[config.mk]
export PLATFORM = sky130hd
export DESIGN_NAME = if_fetch
export DESIGN_NICKNAME = d
export VERILOG_FILES = /design/src/rtl/if_fetch_pkg.sv /design/src/rtl/if_pc_gen.sv /design/src/rtl/if_fetch.sv
export SDC_FILE = /design/constraint.sdc
export NUM_CORES = 1
export LEC_CHECK = 0
export CAP_MARGIN = 0
export CORE_MARGIN = 1
export CORE_UTILIZATION = 60
export DETAILED_ROUTE_END_ITERATION = 10
export DONT_BUFFER_PORTS = 1
export PLACE_DENSITY_LB_ADDON = 0.25
export SETUP_SLACK_MARGIN = 0.1
export SYNTH_ARGS = -nofsm -noshare
export SYNTH_HDL_FRONTEND = slang
export SYNTH_SLANG_ARGS = --single-unit
[constraint.sdc]
create_clock -name clk -period 2.2 [get_ports clk]
set_input_delay 0.22 -clock clk [delete_from_list [all_inputs] [get_ports clk]]
set_output_delay 0.22 -clock clk [all_outputs]
set_load 0.03 [all_outputs]
[src/rtl/if_fetch_pkg.sv]
// Shared types and constants for the instruction-fetch front end.
package if_fetch_pkg;

  localparam int unsigned XLEN = 32;

  localparam logic [XLEN-1:0] IF_NOP_INST = 32'h0000_0013;

  typedef enum logic [1:0] {
    S_BOOT  = 2'd0,
    S_FETCH = 2'd1,
    S_HOLD  = 2'd2,
    S_FAULT = 2'd3
  } fetch_state_e;

  // Force a byte address onto a word boundary.
  function automatic logic [XLEN-1:0] align_word(input logic [XLEN-1:0] addr);
    return {addr[XLEN-1:2], 2'b00};
  endfunction

endpackage

[src/rtl/if_pc_gen.sv]
// Next-fetch-address selection: redirect, pending squash target, pc+4 or hold.
module if_pc_gen
  import if_fetch_pkg::*;
(
  input  fetch_state_e    i_state,
  input  logic            i_redirect,
  input  logic [XLEN-1:0] i_redirect_pc,
  input  logic            i_squash,
  input  logic [XLEN-1:0] i_pending,
  input  logic            i_imem_ready,
  input  logic            i_stall,
  input  logic [XLEN-1:0] i_fetch_addr,
  input  logic [XLEN-1:0] i_pc_4,
  output logic [XLEN-1:0] o_target,
  output logic [XLEN-1:0] o_next_addr
);

  logic [XLEN-1:0] w_target;

  assign w_target = align_word(i_redirect_pc);
  assign o_target = w_target;

  // An in-flight request keeps its address until imem_ready retires it.
  always_comb begin
    o_next_addr = i_fetch_addr;
    if (i_state == S_FETCH) begin
      if (i_imem_ready) begin
        if (i_redirect) begin
          o_next_addr = w_target;
        end else if (i_squash) begin
          o_next_addr = i_pending;
        end
      end
    end else if (i_redirect) begin
      o_next_addr = w_target;
    end else if ((i_state == S_HOLD) && !i_stall) begin
      o_next_addr = i_pc_4;
    end
  end

endmodule

[src/rtl/if_fetch.sv]
// Instruction-fetch front end: owns the PC, issues single-outstanding imem
// requests and presents pc/pc_4/instruction to IF/ID. Optional macro:
// IF_FETCH_MISALIGN_EN adds misaligned-redirect fault reporting.
module if_fetch
  import if_fetch_pkg::*;
#(
  parameter logic [XLEN-1:0] RESET_PC = 32'h0000_0000,
  parameter logic [XLEN-1:0] NOP_INST = IF_NOP_INST
) (
  input  logic            clk,
  input  logic            reset,
  input  logic            stall,
  input  logic            redirect,
  input  logic [XLEN-1:0] redirect_pc,
  output logic            imem_req,
  output logic [XLEN-1:0] imem_addr,
  input  logic            imem_ready,
  input  logic [XLEN-1:0] imem_rdata,
  output logic [XLEN-1:0] pc,
  output logic [XLEN-1:0] pc_4,
  output logic [XLEN-1:0] instruction,
`ifdef IF_FETCH_MISALIGN_EN
  output logic            fetch_misalign,
`endif
  output logic            busy
);

  fetch_state_e    r_state;
  logic [XLEN-1:0] r_fetch_addr;
  logic [XLEN-1:0] r_pending;
  logic            r_squash;
  logic [XLEN-1:0] r_pc;
  logic [XLEN-1:0] r_pc_4;
  logic [XLEN-1:0] r_inst;

  logic [XLEN-1:0] w_target;
  logic [XLEN-1:0] w_next_addr;

  if_pc_gen u_pc_gen (
    .i_state       (r_state),
    .i_redirect    (redirect),
    .i_redirect_pc (redirect_pc),
    .i_squash      (r_squash),
    .i_pending     (r_pending),
    .i_imem_ready  (imem_ready),
    .i_stall       (stall),
    .i_fetch_addr  (r_fetch_addr),
    .i_pc_4        (r_pc_4),
    .o_target      (w_target),
    .o_next_addr   (w_next_addr)
  );

  always_ff @(posedge clk or negedge reset) begin
    if (!reset) begin
      r_state      <= S_BOOT;
      r_fetch_addr <= RESET_PC;
      r_pending    <= '0;
      r_squash     <= 1'b0;
      r_pc         <= '0;
      r_pc_4       <= '0;
      r_inst       <= NOP_INST;
    end else begin
      r_fetch_addr <= w_next_addr;
`ifdef IF_FETCH_MISALIGN_EN
      if (redirect && (redirect_pc[1:0] != 2'b00)) begin
        r_state  <= S_FAULT;
        r_squash <= 1'b0;
        r_inst   <= NOP_INST;
      end else
`endif
      begin
        case (r_state)
          S_BOOT: begin
            r_state <= S_FETCH;
          end
          S_FETCH: begin
            if (imem_ready) begin
              if (redirect || r_squash) begin
                // Stale word: drop it and restart at the new target.
                r_squash <= 1'b0;
              end else begin
                r_pc    <= r_fetch_addr;
                r_pc_4  <= r_fetch_addr + XLEN'(4);
                r_inst  <= imem_rdata;
                r_state <= S_HOLD;
              end
            end else if (redirect) begin
              r_squash  <= 1'b1;
              r_pending <= w_target;
            end
          end
          S_HOLD: begin
            if (redirect || !stall) begin
              r_inst  <= NOP_INST;
              r_state <= S_FETCH;
            end
          end
`ifdef IF_FETCH_MISALIGN_EN
          S_FAULT: begin
            if (redirect) begin
              r_state <= S_FETCH;
            end
          end
`endif
          default: begin
            r_state <= S_FETCH;
          end
        endcase
      end
    end
  end

  assign imem_req    = (r_state == S_FETCH);
  assign imem_addr   = r_fetch_addr;
  assign pc          = r_pc;
  assign pc_4        = r_pc_4;
  assign instruction = r_inst;

  // busy gates the IF/ID register in the same cycle, so it follows stall/redirect directly.
  assign busy = (r_state != S_HOLD) | stall | redirect;

`ifdef IF_FETCH_MISALIGN_EN
  assign fetch_misalign = (r_state == S_FAULT);
`endif

endmodule
==> results.tsv, run 1 <==
stage	metric	value	unit
global_routing	grt ovf	0	
die	Die Width	110.0	um
timing	Layout Skew	0.009384	ns
route	DRT iter0 DRCs	407	
timing	post-route minimum period	1.886	ns
route	final wirelength	18570	um
timing	Worst-Margin Slew	0.6974	ns
critical_path	R2R Path Start	imem_addr[6]	
power	Leakage	0.003843	uW
timing	setup_tns	0	ns
critical_path	CP Class	reg2reg	
route	vias per cell	5.993	
clock_network	root buf cell	clkbuf_16	
clock_network	postcts setup bufs	0	
power	power consumption	11460	uW
flow_run	max-cap violation count	0	
global_routing	largest net degree at the start of global routing	160	
clock_network	CTS Buffer Depth	2	
timing	final worst-path cycle share	85.74	%
layout	share of layout cells above drive strength 1	14.27	%
critical_path	R2R Path End	pc_4[25]	
timing	fin. max-slew vios	0	
critical_path	R2R cell count	5	
synthesis	cell taking the most area after synthesis	dfrtp_1	
critical_path	Critical Path Fanout Max	8	
route	DRC	0	
synthesis	Synth Cell Area	6998	um2
synthesis	sequential area share after synthesis	56.91	%
critical_path	CP startpoint kind	flip-flop	
timing	final hold violation count	159	
outcome	failing checks	negative hold slack	
critical_path	Worst EP required	2.50	ns
clock_network	Hold-fix buffers, CTS	66	
layout	ANT cells	0	
route	routed vias	5603	
route	top sig layer	met4	
route	Post-DRT Antenna Nets	0	
timing	Hold WS	-0.5080	ns
layout	final net count	849	
synthesis	Post-Syn Nets	781	
timing	fmax	530.2	MHz
outcome	outcome	finished with violations	
die	Die Y	110.0	um
clock_network	clock slew seen by the registers of the worst setup and hold paths	0.06	ns
global_routing	gr usage total	32.33	%
die	Core Area	11370	um2
synthesis	Seq cells post-synth	159	
clock_network	Clk Latency, worst-skew pair	0.43	ns
synthesis	Yosys top cell area share	55.78	%
critical_path	Critical Path Sink Type	flip-flop	
global_routing	number of global-route vias before repair	5849	
critical_path	critical path arrival	2.19	ns
placement	gpl congestion	0.7850	
power	pwr dens	1354	nW/um2
synthesis	syn_area_per_cell	9.842	um2
clock_network	H-tree depth	4	
die	Starting Density	61.55	%
die	Rows	39	
clock_network	CTS tree	done	
route	routed wl met2	9301	um
route	met3 wire len	1516	um
power	worst vdd ir	0.9054	mV
placement	# port buffers	0	
layout	area delta synth->final	20.99	%
clock_network	Clock Sinks	159	
die	total die area	12100	um2
timing	Rel. slew slack	53.16	%
min_path	HP Class	in2async	
route	M1 WL	7291	um
global_routing	first-pass GRT wire length	28900	um
route	WL per Instance	19.86	um
die	num ports	199	
placement	hpwl dp	10510	um
synthesis	top cells by area, synth	dfrtp_1, nand2_1, mux2_2	
synthesis	Cell variety after synth	37	
timing	RSZ-0062 raised after global routing	no	
route	DR pass1 iterations	8	
critical_path	R2R Setup Slk	0.31	ns
global_routing	initial antenna violation count	0	
timing	final setup vio count	0	
synthesis	cell count after synthesis	711	
clock_network	CTS buffer count	17	
synthesis	YS warnings	0	
==> report_power, final <==
part / leakage [uW] / switching [uW] / internal [uW]
clock: 0.000266 / 1140 / 1730
sequential: 0.00199 / 2300 / 3890
combinational: 0.00159 / 1430 / 981
==> how the worst max path moves through the flow <==
stage | startpoint | slack (ns) | cells after the start | to
6_report | imem_addr[6] | 0.31 | 5 | pc_4[25]
5_1_grt | imem_addr[4] | 0.17 | 5 | pc_4[19]
4_1_cts | r_state[0] | 0.14 | 5 | imem_addr[6]
3_5_place_dp | r_state[0] | 0.19 | 5 | imem_addr[27]
3_3_place_gp | r_state[0] | 0.29 | 5 | imem_addr[9]
2_1_floorplan | imem_addr[2] | 0.26 | 6 | pc_4[22]
==> per-layer routing <==
layer | GRT usage (%) | vias to the layer above
met1 | 39.47 | 2769
met5 | 0 | -
met4 | 15.14 | 0
met2 | 54.11 | 271
li1 | - | 2525
met3 | 7.878 | 38
==> layout make-up <==
cell class | instances | area [um2]
Sequential cell | 159 | 3983
Fill cell | 767 | 2903
Multi-Input combinational cell | 496 | 2785
Timing Repair Buffer | 98 | 913.4
Clock buffer | 23 | 467.9
Tap cell | 143 | 178.9
Clock inverter | 9 | 111.4
Inverter | 7 | 27.53
==> repair_timing <==
| item | 4_1_cts | 5_1_grt |
|---|---|---|
| endpoints found under the hold margin | 236 | 159 |
| setup endpoints to repair | 0 | 61 |
| resized for setup | 0 | 2 |
==> worst max-delay path: stages, from the launching register on <==
cell and delay (ns):
dfrtp_1 0.37, nand2_1 0.19, nor4_4 0.71, nand4_1 0.21, xor2_1 0.21, o21ai_2 0.07
==> registers in the layout, summed over array words and instances, names as in the netlist <==
signal and flops:
imem_addr 32, r_pending 30, r_squash 1, pc 32
r_state 2, pc_4 30, instruction 32
==> Yosys cell counts, drive strengths merged <==
cell type / instances
o22a: 3
or2: 2
nand2b: 1
nand4: 11
nand2: 225
xor2: 17
nor4: 4
xnor2: 11
o21ai: 68
dfrtp: 156
nor2: 10
nor3: 4
and3: 2
and4: 2
inv: 6
nand3: 10
clkinv: 1
ha: 1
buf: 24
nor2b: 1
or3: 2
mux2: 30
clkbuf: 25
dfstp: 3
a21oi: 63
a22o: 29
==> cells in the final DEF, fill, tap and decap left out, types with 3 or more instances in the layout <==
cell / instances
dfrtp_1: 156
mux2_2: 30
o22a_1: 3
a21oi_1: 63
nor2_1: 8
nand4_1: 9
buf_4: 31
dlygate4sd3_1: 66
nand3_1: 9
xnor2_1: 11
o21ai_2: 7
nand2_1: 225
nor3_1: 3
clkbuf_1: 4
xor2_1: 17
inv_1: 6
a22o_1: 29
clkbuf_16: 17
clkinvlp_4: 5
o21ai_0: 34
o21ai_1: 27
dfstp_2: 3
==> cells by family (layout without fill, tap and decap cells) <==
group	count (synthesis)	after routing	share of synthesized area (%)
adders and majority gates	1	1	0.1788
buffers and inverters	56	137	3.737
and+or+nand+nor	274	274	17.09
AOI/OAI and AO/OA	163	163	13.75
muxes	30	30	4.827
xor gates and xnor gates	28	28	3.504
DFF	159	159	56.91
==> per-stage QoR <==
step	util [%]	setup WS [ns]	cell area, um2	hold slack [ns]	cells
finish	74.47	0.3138	8467	-0.5080	935
detailed placement	63.49	0.1904	7218	-0.07217	837
CTS	74.39	0.1421	8458	-0.5281	935
global placement	63.49	0.2937	7218	-0.07135	837
global route	74.47	0.1680	8467	-0.5328	935
floorplan	-	0.2586	6998	-0.07559	711
(Power assumes the default switching activity.)
==> run 2: changes to the inputs <==
Settings changed: CTS_BUF_LIST set to sky130_fd_sc_hd__clkbuf_16.
==> run 2 against run 1 <==
The run still ends with negative hold slack left; count of clock-buffer cells in the layout is 6 lower; die area stayed put; critical path depth is 3 higher; power is 0.69% lower; clock skew is 0.0011 ns higher; sequential power hardly changed; non-clock buffer count is 2 higher; setup slack worse by 0.18 ns; final area stayed put; combinational power hardly changed; core utilization stayed put; largest cell class unchanged; largest power group unchanged.
==> results.tsv, run 2 (same netlist as run 1, synthesis figures left out) <==
stage	metric	value	unit	change
outcome	outcome	finished with violations		
outcome	failing checks	negative hold slack		
die	Die Width	110.0	um	unchanged
global_routing	first-pass GRT wire length	29370	um	+1.6%
timing	final setup margin	0.1331	ns	-0.1807 ns
layout	area delta synth->final	20.99	%	unchanged
route	routed vias	5658		+0.98%
placement	gpl congestion	0.7850		unchanged
route	final wirelength	18750	um	+0.95%
layout	final core occ	74.47	%	unchanged
placement	Inst Count DP	837		unchanged
critical_path	crit-path most repeated cell	a21oi_1		
critical_path	R2R Path Start	r_state[1]		
die	Core Area	11370	um2	unchanged
power	Leakage	0.003856	uW	+0.34%
critical_path	WP depth	8		+3
placement	Place WS	0.1904	ns	unchanged
critical_path	CP Class	reg2reg		
power	pwr dens	1345	nW/um2	-0.69%
critical_path	CP startpoint kind	flip-flop		
timing	final setup vio count	0		unchanged
timing	final worst-path cycle share	93.95	%	+8.2 points
clock_network	CTS buffer count	17		unchanged
timing	setup_tns	0	ns	unchanged
layout	final net count	851		+0.24%
global_routing	grt ovf	0		unchanged
clock_network	CTS Buffer Depth	2		unchanged
placement	# port buffers	0		unchanged
layout	Layout Cells excl Fill	937		+0.21%
die	Rows	39		unchanged
layout	most frequent cells in the layout	nand2_1, dfrtp_1, dlygate4sd3_1		
clock_network	clock slew seen by the registers of the worst setup and hold paths	0.06	ns	about the same
route	DR pass1 iterations	5		-3
timing	Layout Skew	0.01045	ns	+0.001068 ns
power	worst vdd ir	0.9212	mV	+1.7%
timing	fmax	483.8	MHz	-8.7%
timing	Worst-Margin Slew	0.7174	ns	+0.01995 ns
clock_network	Clock Sinks	159		unchanged
global_routing	initial antenna violation count	0		unchanged
global_routing	gr usage total	32.87	%	+0.54 points
layout	share of layout cells above drive strength 1	13.98	%	-0.29 points
power	Sw Share	42.78	%	+0.34 points
timing	Hold WS	-0.5111	ns	-0.003053 ns
critical_path	Critical Path Source	r_state[1]		
clock_network	H-tree depth	4		unchanged
route	WL per Instance	20.01	um	+0.74%
flow_run	max-cap violation count	0		unchanged
die	num ports	199		unchanged
power	Combinational Power Share	21.3	%	+0.3 points
route	Post-DRT Antenna Nets	0		unchanged
power	Psw	4870	uW	about the same
critical_path	critical-path cell list	nand2b_4, clkinv_2, buf_4, nand2_1, a21oi_1, a21oi_1, dlygate4sd3_1, o21ai_0		
timing	RSZ-0062 raised after global routing	no		
critical_path	R2R Path End	imem_addr[6]		
placement	hpwl dp	10510	um	unchanged
critical_path	Worst EP required	2.54	ns	+0.04 ns
power	Sequential Power Share	54.3	%	+0.3 points
min_path	HP Class	in2async		
critical_path	slowest cell delay on critical path	0.58	ns	-0.13 ns
route	DRT iter0 DRCs	440		+8.1%
power	power share of the clock group	24.4	%	-0.7 points
clock_network	root buf cell	clkbuf_16		
die	total die area	12100	um2	unchanged
clock_network	postcts setup bufs	0		unchanged
clock_network	Clk Latency, worst-skew pair	0.43	ns	about the same
layout	most common cell after layout, fill and taps aside	nand2_1		
clock_network	CTS tree	done		
timing	final hold violation count	159		unchanged
timing	post-route minimum period	2.067	ns	+0.1807 ns
critical_path	R2R cell count	8		+3
timing	Rel. slew slack	51.82	%	-1.3 points
critical_path	slowest CP cell	dlygate4sd3_1		
global_routing	largest net degree at the start of global routing	160		unchanged
critical_path	Critical Path Fanout Max	19		+11
critical_path	Buf+Inv Stages, Crit Path	3		+3
die	Die Y	110.0	um	unchanged
critical_path	Critical Path Sink Type	flip-flop		
route	DRC	0		unchanged
critical_path	R2R Setup Slk	0.13	ns	-0.18 ns
route	vias per cell	6.038		+0.77%
layout	ANT cells	0		unchanged
global_routing	number of global-route vias before repair	5886		+0.63%
critical_path	CP delay by family, top	buffers and inverters		
power	internal power	6515	uW	-1.3%
critical_path	critical path arrival	2.40	ns	+0.21 ns
timing	fin. max-slew vios	0		unchanged
die	Starting Density	61.55	%	unchanged
## run 2: area by class of cell
| type | count | area (um2) |
|---|---|---|
| fill | 764 | 2903 |
| clock inverter | 15 | 133.9 |
| timing repair buffer | 100 | 933.4 |
| multi-input combinational | 496 | 2785 |
| clock buffer | 17 | 425.4 |
| tap | 143 | 178.9 |
| sequential | 159 | 3983 |
| inverter | 7 | 27.53 |
## run 2: repair_timing
action                     CTS  global route
hold buffers                66             2
resized for setup            0             2
setup endpoints to repair    0            60
hold endpoints to repair   235           160
## run 2: power groups by stage
stage	clock network [uW]	registers [uW]	logic, uW
after global placement	0	6150	2130
after detailed placement	0	6180	2240
after CTS	2810	6150	2360
after global routing	2950	6320	2670
after floorplan	0	6300	1370
final	2780	6180	2420
## run 2: how the worst max path moves through the flow
stage	slack (ns)	to
after global routing	0.08	imem_addr[6]
after CTS	0.18	imem_addr[24]
after floorplan	0.26	pc_4[22]
after global placement	0.29	imem_addr[9]
final	0.13	imem_addr[6]
after detailed placement	0.19	imem_addr[27]
## run 2: per-stage QoR
| step | hold slack [ns] | power [uW] | area [um2] |
|---|---|---|---|
| after floorplan | -0.07559 | 7664 | 6998 |
| after global placement | -0.07135 | 8282 | 7218 |
| after detailed placement | -0.07217 | 8424 | 7218 |
| after CTS | -0.5277 | 11320 | 8438 |
| after global routing | -0.5278 | 11940 | 8467 |
| final | -0.5111 | 11380 | 8467 |
## run 2: routing by layer
metal / wire length [um] / GRT usage [%] / up-vias
met5: 0 / 0 / -
met4: 566 / 14.86 / 0
met3: 1694 / 9.112 / 61
met2: 9303 / 55.04 / 301
met1: 7180 / 39.58 / 2764
li1: - / - / 2532
## run 2: worst register-to-register path: stages, from the launching register on
cell	delay, ns
dfrtp_1	0.39
nand2b_4	0.15
clkinv_2	0.06
buf_4	0.33
nand2_1	0.11
a21oi_1	0.13
a21oi_1	0.05
dlygate4sd3_1	0.58
o21ai_0	0.18
==> run 3: changes to the inputs <==
Settings changed: CELL_PAD_IN_SITES_DETAIL_PLACEMENT set to 0, CELL_PAD_IN_SITES_GLOBAL_PLACEMENT set to 1, CORE_UTILIZATION 60 to 48.
==> run 3 against run 2 <==
The run still ends with negative hold slack left; critical path depth shrank 2; global-route usage shrank 7.6 points; clock power grew 13%; power increased by 2.3%; critical endpoint is now instruction[27]; largest power group unchanged; highest routed layer unchanged.
==> results.tsv, run 3 (same netlist as run 1, synthesis figures left out) <==
stage	metric	value	unit	change
placement	gpl congestion	0.7397		-5.8%
layout	final net count	855		+0.47%
route	routed vias	5241		-7.4%
clock_network	CTS buffer count	17		unchanged
critical_path	R2R Path End	instruction[27]		
critical_path	slowest CP cell	nor2_2		
clock_network	number of gates resized after cts	0		unchanged
critical_path	critical-path cell list	nand2b_4, clkinv_2, nand2_1, nor3_4, nor2_2, a22o_1		
timing	setup_tns	0	ns	unchanged
global_routing	largest net degree at the start of global routing	160		unchanged
power	Leakage	0.003910	uW	+1.4%
flow_run	max-cap violation count	0		unchanged
layout	share of layout cells above drive strength 1	15.16	%	+1.2 points
die	Rows	43		+10%
global_routing	first-pass GRT wire length	28570	um	-2.7%
die	total die area	15070	um2	+25%
layout	fillers	1154		+51%
placement	hpwl dp	10600	um	+0.84%
timing	final setup margin	0.2890	ns	+0.1559 ns
outcome	failing checks	negative hold slack		
outcome	outcome	finished with violations		
critical_path	CP startpoint kind	flip-flop		
timing	fin. max-slew vios	0		unchanged
route	final wirelength	17650	um	-5.8%
power	worst vdd ir	0.8003	mV	-13%
clock_network	Clk Latency, worst-skew pair	0.43	ns	about the same
clock_network	Clock Sinks	159		unchanged
power	internal power	6805	uW	+4.5%
route	Post-DRT Antenna Nets	0		unchanged
clock_network	H-tree depth	4		unchanged
placement	Inst Count DP	879		+5.0%
power	power share of the clock group	27.0	%	+2.6 points
clock_network	CTS tree	done		
critical_path	CP Class	reg2reg		
route	DR pass1 iterations	4		-1
power	Combinational Power Share	20.5	%	-0.8 points
power	Sw Share	41.55	%	-1.2 points
layout	Layout Cells excl Fill	978		+4.4%
timing	final hold violation count	159		unchanged
critical_path	R2R Setup Slk	0.29	ns	+0.16 ns
timing	Hold WS	-0.5138	ns	-0.002719 ns
timing	post-route minimum period	1.911	ns	-0.1559 ns
die	Die Y	122.7	um	+12%
route	DRT iter0 DRCs	387		-12%
power	Psw	4837	uW	-0.67%
placement	# port buffers	0		unchanged
layout	most common cell after layout, fill and taps aside	nand2_1		
clock_network	clock slew seen by the registers of the worst setup and hold paths	0.06	ns	about the same
layout	most frequent cells in the layout	nand2_1, dfrtp_1, dlygate4sd3_1		
timing	final worst-path cycle share	86.86	%	-7.1 points
critical_path	critical path arrival	2.27	ns	-0.13 ns
timing	Worst-Margin Slew	1.088	ns	+0.3704 ns
critical_path	R2R cell count	6		-2
layout	final core occ	61.30	%	-13 points
min_path	HP Class	in2async		
power	pwr dens	1352	nW/um2	+0.58%
route	WL per Instance	18.05	um	-9.8%
layout	area delta synth->final	23.01	%	
power	Sequential Power Share	52.4	%	-1.9 points
critical_path	slowest cell delay on critical path	0.84	ns	+0.26 ns
clock_network	Hold-fix buffers, CTS	67		+1.5%
global_routing	number of global-route vias before repair	5534		-6.0%
placement	Place WS	0.3001	ns	+0.1097 ns
die	num ports	199		unchanged
die	Core Area	14040	um2	+24%
power	power consumption	11640	uW	+2.3%
timing	RSZ-0062 raised after global routing	no		
timing	Rel. slew slack	27.40	%	-24 points
global_routing	initial antenna violation count	0		unchanged
clock_network	CTS Buffer Depth	2		unchanged
timing	final setup vio count	0		unchanged
global_routing	grt ovf	0		unchanged
timing	fmax	523.3	MHz	+8.2%
layout	ANT cells	0		unchanged
die	Die Width	122.7	um	+12%
clock_network	root buf cell	clkbuf_16		
critical_path	Critical Path Fanout Max	29		+10
global_routing	gr usage total	25.26	%	-7.6 points
route	DRC	0		unchanged
route	vias per cell	5.359		-11%
critical_path	R2R Path Start	r_state[0]		
critical_path	Worst EP required	2.56	ns	+0.02 ns
critical_path	Critical Path Sink Type	flip-flop		
timing	Layout Skew	0.009568	ns	-0.0008833 ns
die	Starting Density	49.84	%	-12 points
[run 3: critical path, delay by kind of cell (launching register included)]
kind            cells  cell delay [ns]
simple gates        4             1.10
buf+inv             1             0.07
compound gates      1             0.26
flops               1             0.41
[run 3: layout make-up]
cell class                      instances  area (um2)  area share (%)
Inverter                                7       27.53          0.3198
Timing Repair Buffer                  104       960.9           11.16
Multi-Input combinational cell        496        2776           32.25
Sequential cell                       159        3983           46.26
Clock buffer                           17       425.4           4.942
Tap cell                              180       225.2           2.616
Clock inverter                         15       210.2           2.442
[run 3: how the worst max path moves through the flow]
stage	depth (start not counted)	slack, ns	startpoint	to
floorplan	6	0.26	imem_addr[2]	pc_4[22]
global placement	6	0.41	r_state[0]	instruction[9]
detailed placement	6	0.30	r_state[0]	instruction[15]
CTS	6	0.28	r_state[0]	instruction[27]
global route	6	0.15	r_state[1]	instruction[17]
finish	6	0.29	r_state[0]	instruction[27]
[run 3: per-layer routing]
| layer | vias to the layer above | routed length, um | global-route usage, % |
|---|---|---|---|
| li1 | 2542 | - | - |
| met5 | - | 0 | 0 |
| met4 | 0 | 135 | 8.537 |
| met2 | 175 | 8831 | 41.89 |
| met3 | 9 | 1303 | 7.760 |
| met1 | 2515 | 7380 | 31.17 |
[run 3: power groups by stage]
stage          combinational [uW]  clock, uW  sequential, uW
2_1_floorplan                1370          0            6300
3_3_place_gp                 2220          0            6120
3_5_place_dp                 2310          0            6140
4_1_cts                      2410       3210            6110
5_1_grt                      2690       3340            6250
6_report                     2390       3150            6100
[run 3: per-stage QoR]
stage          hold WS [ns]  area [um2]
3_3_place_gp       -0.07104        7302
3_5_place_dp       -0.07081        7302
5_1_grt             -0.5393        8608
4_1_cts             -0.5274        8608
6_report            -0.5138        8608
2_1_floorplan      -0.07559        6998
[run 3: what timing repair did]
action / 4_1_cts / 5_1_grt
setup buffers: 0 / 0
endpoints found under the hold margin: 235 / 159
setup endpoints to repair: 0 / 0
